**src/rtl/pipe_stage_reg.sv**
```systemverilog
// Pipeline boundary register with a valid/ready handshake and a 2-entry skid buffer; Clear flushes to BUBBLE.
// Optional stall/flush performance counters are enabled by defining PIPE_STAGE_PERF_EN.
module pipe_stage_reg #(
  parameter int unsigned       WIDTH     = 96,
  parameter logic [WIDTH-1:0]  BUBBLE    = {WIDTH{1'b0}},
  parameter int unsigned       CNT_WIDTH = 16
) (
  input  logic                 clk,
  input  logic                 reset,
  input  logic                 Clear,
  input  logic                 in_valid,
  output logic                 in_ready,
  input  logic [WIDTH-1:0]     in_data,
  output logic                 out_valid,
  input  logic                 out_ready,
  output logic [WIDTH-1:0]     out_data,
  output logic [CNT_WIDTH-1:0] stall_cnt,
  output logic [CNT_WIDTH-1:0] flush_cnt
);

  // EMPTY: (main_v,skid_v)=(0,0), ONE: (1,0), FULL: (1,1)
  typedef enum logic [1:0] {
    EMPTY = 2'd0,
    ONE   = 2'd1,
    FULL  = 2'd2
  } state_t;

  state_t           state_q, state_d;
  logic [WIDTH-1:0] main_q, main_d;
  logic [WIDTH-1:0] skid_q, skid_d;
  logic             in_ready_q, in_ready_d;
  logic             out_valid_q, out_valid_d;
  logic             push, pop;

  assign push      = in_valid & in_ready_q;
  assign pop       = out_valid_q & out_ready;
  assign in_ready  = in_ready_q;
  assign out_valid = out_valid_q;
  assign out_data  = main_q;

  always_ff @(posedge clk or negedge reset) begin
    if (!reset) begin
      state_q     <= EMPTY;
      main_q      <= BUBBLE;
      skid_q      <= BUBBLE;
      in_ready_q  <= 1'b1;
      out_valid_q <= 1'b0;
    end else begin
      state_q     <= state_d;
      main_q      <= main_d;
      skid_q      <= skid_d;
      in_ready_q  <= in_ready_d;
      out_valid_q <= out_valid_d;
    end
  end

  // Next state and storage; Clear overrides any push/pop in the same cycle
  always_comb begin
    state_d = state_q;
    main_d  = main_q;
    skid_d  = skid_q;
    if (Clear) begin
      state_d = EMPTY;
      main_d  = BUBBLE;
      skid_d  = BUBBLE;
    end else begin
      unique case (state_q)
        EMPTY: begin
          if (push) begin
            main_d  = in_data;
            state_d = ONE;
          end
        end
        ONE: begin
          if (push && pop) begin
            main_d = in_data;
          end else if (push) begin
            skid_d  = in_data;
            state_d = FULL;
          end else if (pop) begin
            main_d  = BUBBLE;
            state_d = EMPTY;
          end
        end
        FULL: begin
          if (pop) begin
            main_d  = skid_q;
            skid_d  = BUBBLE;
            state_d = ONE;
          end
        end
        default: begin
          state_d = EMPTY;
          main_d  = BUBBLE;
          skid_d  = BUBBLE;
        end
      endcase
    end
    in_ready_d  = (state_d != FULL);
    out_valid_d = (state_d != EMPTY);
  end

`ifdef PIPE_STAGE_PERF_EN
  logic [CNT_WIDTH-1:0] stall_q, flush_q;

  // Saturating counters, cleared only by reset
  always_ff @(posedge clk or negedge reset) begin
    if (!reset) begin
      stall_q <= '0;
      flush_q <= '0;
    end else begin
      if (out_valid_q && !out_ready && (stall_q != {CNT_WIDTH{1'b1}}))
        stall_q <= stall_q + CNT_WIDTH'(1);
      if (Clear && (flush_q != {CNT_WIDTH{1'b1}}))
        flush_q <= flush_q + CNT_WIDTH'(1);
    end
  end

  assign stall_cnt = stall_q;
  assign flush_cnt = flush_q;
`else
  assign stall_cnt = '0;
  assign flush_cnt = '0;
`endif

endmodule

```
**config.mk**
```make
export PLATFORM = sky130hd
export DESIGN_NAME = pipe_stage_reg
export DESIGN_NICKNAME = d
export VERILOG_FILES = /design/src/rtl/pipe_stage_reg.sv
export SDC_FILE = /design/constraint.sdc
export NUM_CORES = 1
export LEC_CHECK = 0
export ABC_AREA = 1
export CORE_MARGIN = 3
export CORE_UTILIZATION = 35
export CTS_CLUSTER_DIAMETER = 200
export DETAILED_ROUTE_END_ITERATION = 10
export PLACE_DENSITY = 0.6
export SLEW_MARGIN = 10
export SYNTH_ARGS = -nofsm -noshare
export SYNTH_HDL_FRONTEND = slang
export SYNTH_SLANG_ARGS = --single-unit
```
**constraint.sdc**
```tcl
create_clock -name clk -period 4.18 [get_ports clk]
set_input_delay 0.418 -clock clk [delete_from_list [all_inputs] [get_ports clk]]
set_output_delay 0.418 -clock clk [all_outputs]
set_load 0.1 [all_outputs]
```
# Word-level counts from Yosys, hierarchy flattened
# Index checks and enable logic that the tools add are counted.
# classes
n_addsub	0
n_mul	0
n_div	0
magnitude_cmp	0
eq_ne	10
shifts	0
mux	17
bitwise	2
reduce_logical	5
# op_table
op	n
96-bit 2-to-1 mux	8
96-bit case mux with 3 select lines	2
2-bit 2-to-1 mux	6
3-bit inequality test, second input constant	4
4-bit inequality test, second input constant	2
4-bit AND reduction	2
2-bit case mux with 3 select lines	1
2-bit inequality test, second input constant	2
1-bit AND	2
2-bit by 1-bit equality test with 1-bit output, second input constant	1
2-bit equality test, second input constant	1
2-bit logical NOT	1
2-bit nonzero test	1
1-bit logical AND	1
# totals
reg_bits	196
latch_bits	0
ram_bits	0
mem_bits_ro	0
inputBits	101
out_inout_bits	130
n_memories	0

# Logic depth before layout (Yosys ltp)
# logic_depth
depth_word	7
ltp_mapped	11
ltp_nobuf	7

# Worst setup path before layout
# OpenSTA, ideal clock, no wires.
# synth_path
kind	reg-to-reg
startpoint	reg out_valid_q, in the netlist out_valid
endpoint	reg main_q[0], in the netlist out_data[0]
setup_ns	0.077
arrival_time_ns	2.105
setup_slack_ns	1.998
path_stages_with_launch	9
synth_period_minus_slack_ns	2.182
path_cell_list	dfrtp_1 > nand2_1 > nor2_2 > buf_2 > buf_2 > nand2_1 > nand2_1 > nand2_1 > o21ai_1
# synth_between
elab_chain_len	5
word_cells_on_any_way	9
classes_between	eq/ne (3); mux (3); bitwise (1); reduce/logical (2)
# synth_rtl
item	line_no	source
from (decl)	32	logic out_valid_q, out_valid_d;
from (signal assigned)	53	out_valid_q <= out_valid_d;
1-bit AND *	36	assign pop = out_valid_q & out_ready;
1-bit logical AND	75	if (push && pop) begin
96-bit 2-to-1 mux	75	
96-bit case mux with 3 select lines	67	unique case (state_q)
96-bit 2-to-1 mux	62	if (Clear) begin
to (signal assigned)	50	main_q <= main_d;
to (decl)	29	logic [WIDTH-1:0] main_q, main_d;
# Every way passes the cells marked *; elsewhere a longest branch is shown, timed or not.
# A chain may end at the register's enable or synchronous reset.

# Worst setup path after layout
# layout_path
startpoint	reg state_q[1]
endpoint	reg skid_q[95]
# layout_between
elab_chain_len	3
word_cells_on_any_way	10
classes_between	eq/ne (6); mux (2); reduce/logical (2)
# layout_rtl
item	line_no	source
from (decl)	28	state_t state_q, state_d;
from (signal assigned)	49	state_q <= state_d;
2-bit by 1-bit equality test with 1-bit output, or another cell as far along	67	
3-bit inequality test (no line), or another cell as far along	-	
4-bit AND reduction (no line) or 96-bit 2-to-1 mux (tied branches)	-	
to (signal assigned)	51	skid_q <= skid_d;
to (decl)	30	logic [WIDTH-1:0] skid_q, skid_d;
# Parallel ways exist; a longest one is shown, timed or not.

==> results.md <==
- Total negative setup slack: 0 ns
- Initial antenna violation count: 2
- Final slew viol count: 0
- RSZ-0062 raised after global routing: no
- Number of global-route vias before repair: 11.13k
- Layout fillers: around 3.5k
- Worst Hold Class: in2async
- Yosys cell types: 22
- Share of cells above drive strength 1: 3.234%
- CP Data Arrival Time: slightly above 3 ns
- DRC: 0
- Cells after Synth: 1837
- Die area: 35920 sq um
- Worst reg-to-reg setup slack: 1.47 ns
- Total of max-cap violations: 0
- Pre-Repair DR Iteration Count: 5
- Max Fanout on Critical Path: 96
- Type of the worst setup path: reg2reg
- Setup crit end kind: flop
- Clock power share: about a quarter
- Hold Slack: 0.09134 ns
- Global-route wire length before repair: 58120 um
- Avg Inst Size Synth: between 6 and 7 sq um
- Number of DRC markers in iteration 0: a little over 700
- Final #Nets: 2036
- Final Non-Filler Cells: around 2.4k
- Die height: 189.5 um
- Routed WL per cell: 14.92 um
- Post-CTS sizing: 0
- P_sw: 2872 uW
- Max H-tree Level: 4
- Setup Fix Bufs, Post-CTS: 0
- Sequential-to-total area share from yosys stat: a little over two fifths
- GPL Wtd Cong: between 0.7 and 0.8
- Port Buf Inserts: 198
- CTS tree: yes
- Dpl cells: 2358
- All-Layer GR Usage: 19.98%
- Rel. slew slack: 20.28%
- Drt total wl: 35660 um
- Number of synthesized register bits: 196
- Yosys warning count: 0
- Minimum clock period: 2.707 ns
- Die W: 189.5 um
- I/O pin count: ~230
- Hold Buf Count CTS: 0
- Worst-margin pin slew: 1.196 ns
- Static leakage: 0.007530 uW
- Gr ovfl total: 0
- CTS buffer count: 17
- DRT antenna net count: 0
- Final setup vio count: 0
- Worst EP required: 4.57 ns
- Max Clk Rate: between 300 and 400 MHz
- Total core area: 32870 sq um
- Reg power frac: 34.6%
- HPWL after DPL: between 20000 and 25000 um
- Rows: 66
- Cell Int Power: 3555 uW
- CTS max path bufs: 2
- Area growth syn-to-layout: 22.40%
- Highest-count cells in the layout ignoring fill and taps: nand2_1 (778), clkdlybuf4s50_1 (196), nand3_1 (194), dfrtp_1 (194), inv_1 (158)
- Syn Std Cell Area: 11790 sq um
- Final-report hold violation count: 0
- Comb pwr share: 39.0%
- Clk root buf: clkbuf_16
- Pwr Total: approximately 6400 uW
- Largest net degree at the start of global routing: 111
- Status: completed
- Clock Skews: between 0.01 and 0.015 ns
- Vias per inst: 4.823
- Vias: about 12k
- Switching part of the total: 44.69%
- Worst skew pair latency: 0.45 ns
- Clk slew on worst S/H paths: 0.08 ns
- Clock sinks: 196
- Power Density: 445.5 nW/um^2
- Most common cell after layout, fill and taps aside: nand2_1
- Fin crit share: 64.76%
- Initial Utilization: 35.86%
- Max VDD drop: 0.2753 mV
- CP Launch Type: flop
==> critical path, cell delays in order (launching register included) <==
cell	delay (ns)
dfrtp_4	0.90
inv_2	0.12
nand2_4	0.15
nor2_1	0.09
nor2_4	0.11
buf_4	0.91
nand3_1	0.17
nand2_1	0.13
==> cells by family (layout without fill, tap and decap cells) <==
logic type	after synthesis	after routing	share of synthesized area, %
other	1	33	0.03181
AO/OA/AOI/OAI	99	99	4.235
flip-flops	196	196	41.62
buffers and inverters	365	445	13.38
AND/OR/NAND/NOR	1176	1176	40.73
==> layout make-up <==
class	count	area [sq um]	area share (%)
Inverter	198	745.7	5.169
Multi-Input combinational cell	1307	5463	37.86
Antenna cell	1	2.502	0.01734
Tap cell	442	553.0	3.833
Clock inverter	13	150.1	1.041
Sequential cell	196	4910	34.03
Timing Repair Buffer	215	2161	14.98
Clock buffer	19	442.9	3.070
==> stage by stage <==
| step | utilization [%] | setup slack, ns | cell area (sq um) |
|---|---|---|---|
| 3_5_place_dp | 42.09 | 1.286 | 13830 |
| 2_1_floorplan | - | 1.998 | 11900 |
| 5_1_grt | 43.90 | 1.234 | 14430 |
| 3_3_place_gp | 42.09 | 1.357 | 13830 |
| 6_report | 43.90 | 1.473 | 14430 |
| 4_1_cts | 43.89 | 1.474 | 14430 |
==> final timing paths <==
| check | from | endpoint | depth (start not counted) |
|---|---|---|---|
| max | state_q[1]$_DFF_PN0_ | skid_q[95]$_DFFE_PN0P_ | 7 |
| min | reset | out_data[88]$_DFFE_PN0P_ | 1 |
| max reg2reg | state_q[1]$_DFF_PN0_ | skid_q[95]$_DFFE_PN0P_ | 7 |
| min reg2reg | skid_q[56]$_DFFE_PN0P_ | skid_q[56]$_DFFE_PN0P_ | 2 |
| max in group asynchronous | reset | out_data[50]$_DFFE_PN0P_ | 2 |
| min in group clk | skid_q[56]$_DFFE_PN0P_ | skid_q[56]$_DFFE_PN0P_ | 2 |
==> synthesized netlist by cell type (all sizes together) <==
library cell  number  area share [%]
nand2            780              25
dfrtp            195              41
nand3            195             8.3
inv              161             5.1
buf              108             5.2
nor2             102             3.4
o21ai             99             4.2
nor3              96             4.1
clkbuf            59             1.9
clkinv            37             1.2
nand4              2            0.11
conb               1           0.032
dfstp              1            0.22
or2                1           0.053
==> power by group through the flow <==
| stage | Clock, uW | Sequential, uW | Combinational, uW |
|---|---|---|---|
| global placement | 0 | 2250 | 2510 |
| CTS | 1750 | 2220 | 2530 |
| global route | 1810 | 2250 | 2680 |
| finish | 1700 | 2220 | 2510 |
| detailed placement | 0 | 2260 | 2520 |
| floorplan | 0 | 3190 | 927 |
==> metal layers <==
metal / GRT usage [%] / vias to the layer above / wire, um / share of wire [%]
met4: 7.279 / 2 / 864 / 2.4
li1: - / 5763 / - / -
met1: 25.99 / 5389 / 16030 / 45
met3: 3.166 / 58 / 1643 / 4.6
met2: 33.67 / 320 / 17120 / 48
met5: 0 / - / 9 / 0.025
==> registers in the layout, indices dropped and copies added (netlist names) <==
signal	flops
in_ready	1
state_q	2
out_data	96
out_valid	1
skid_q	96
No activity file was read; power rests on OpenSTA's default activity.
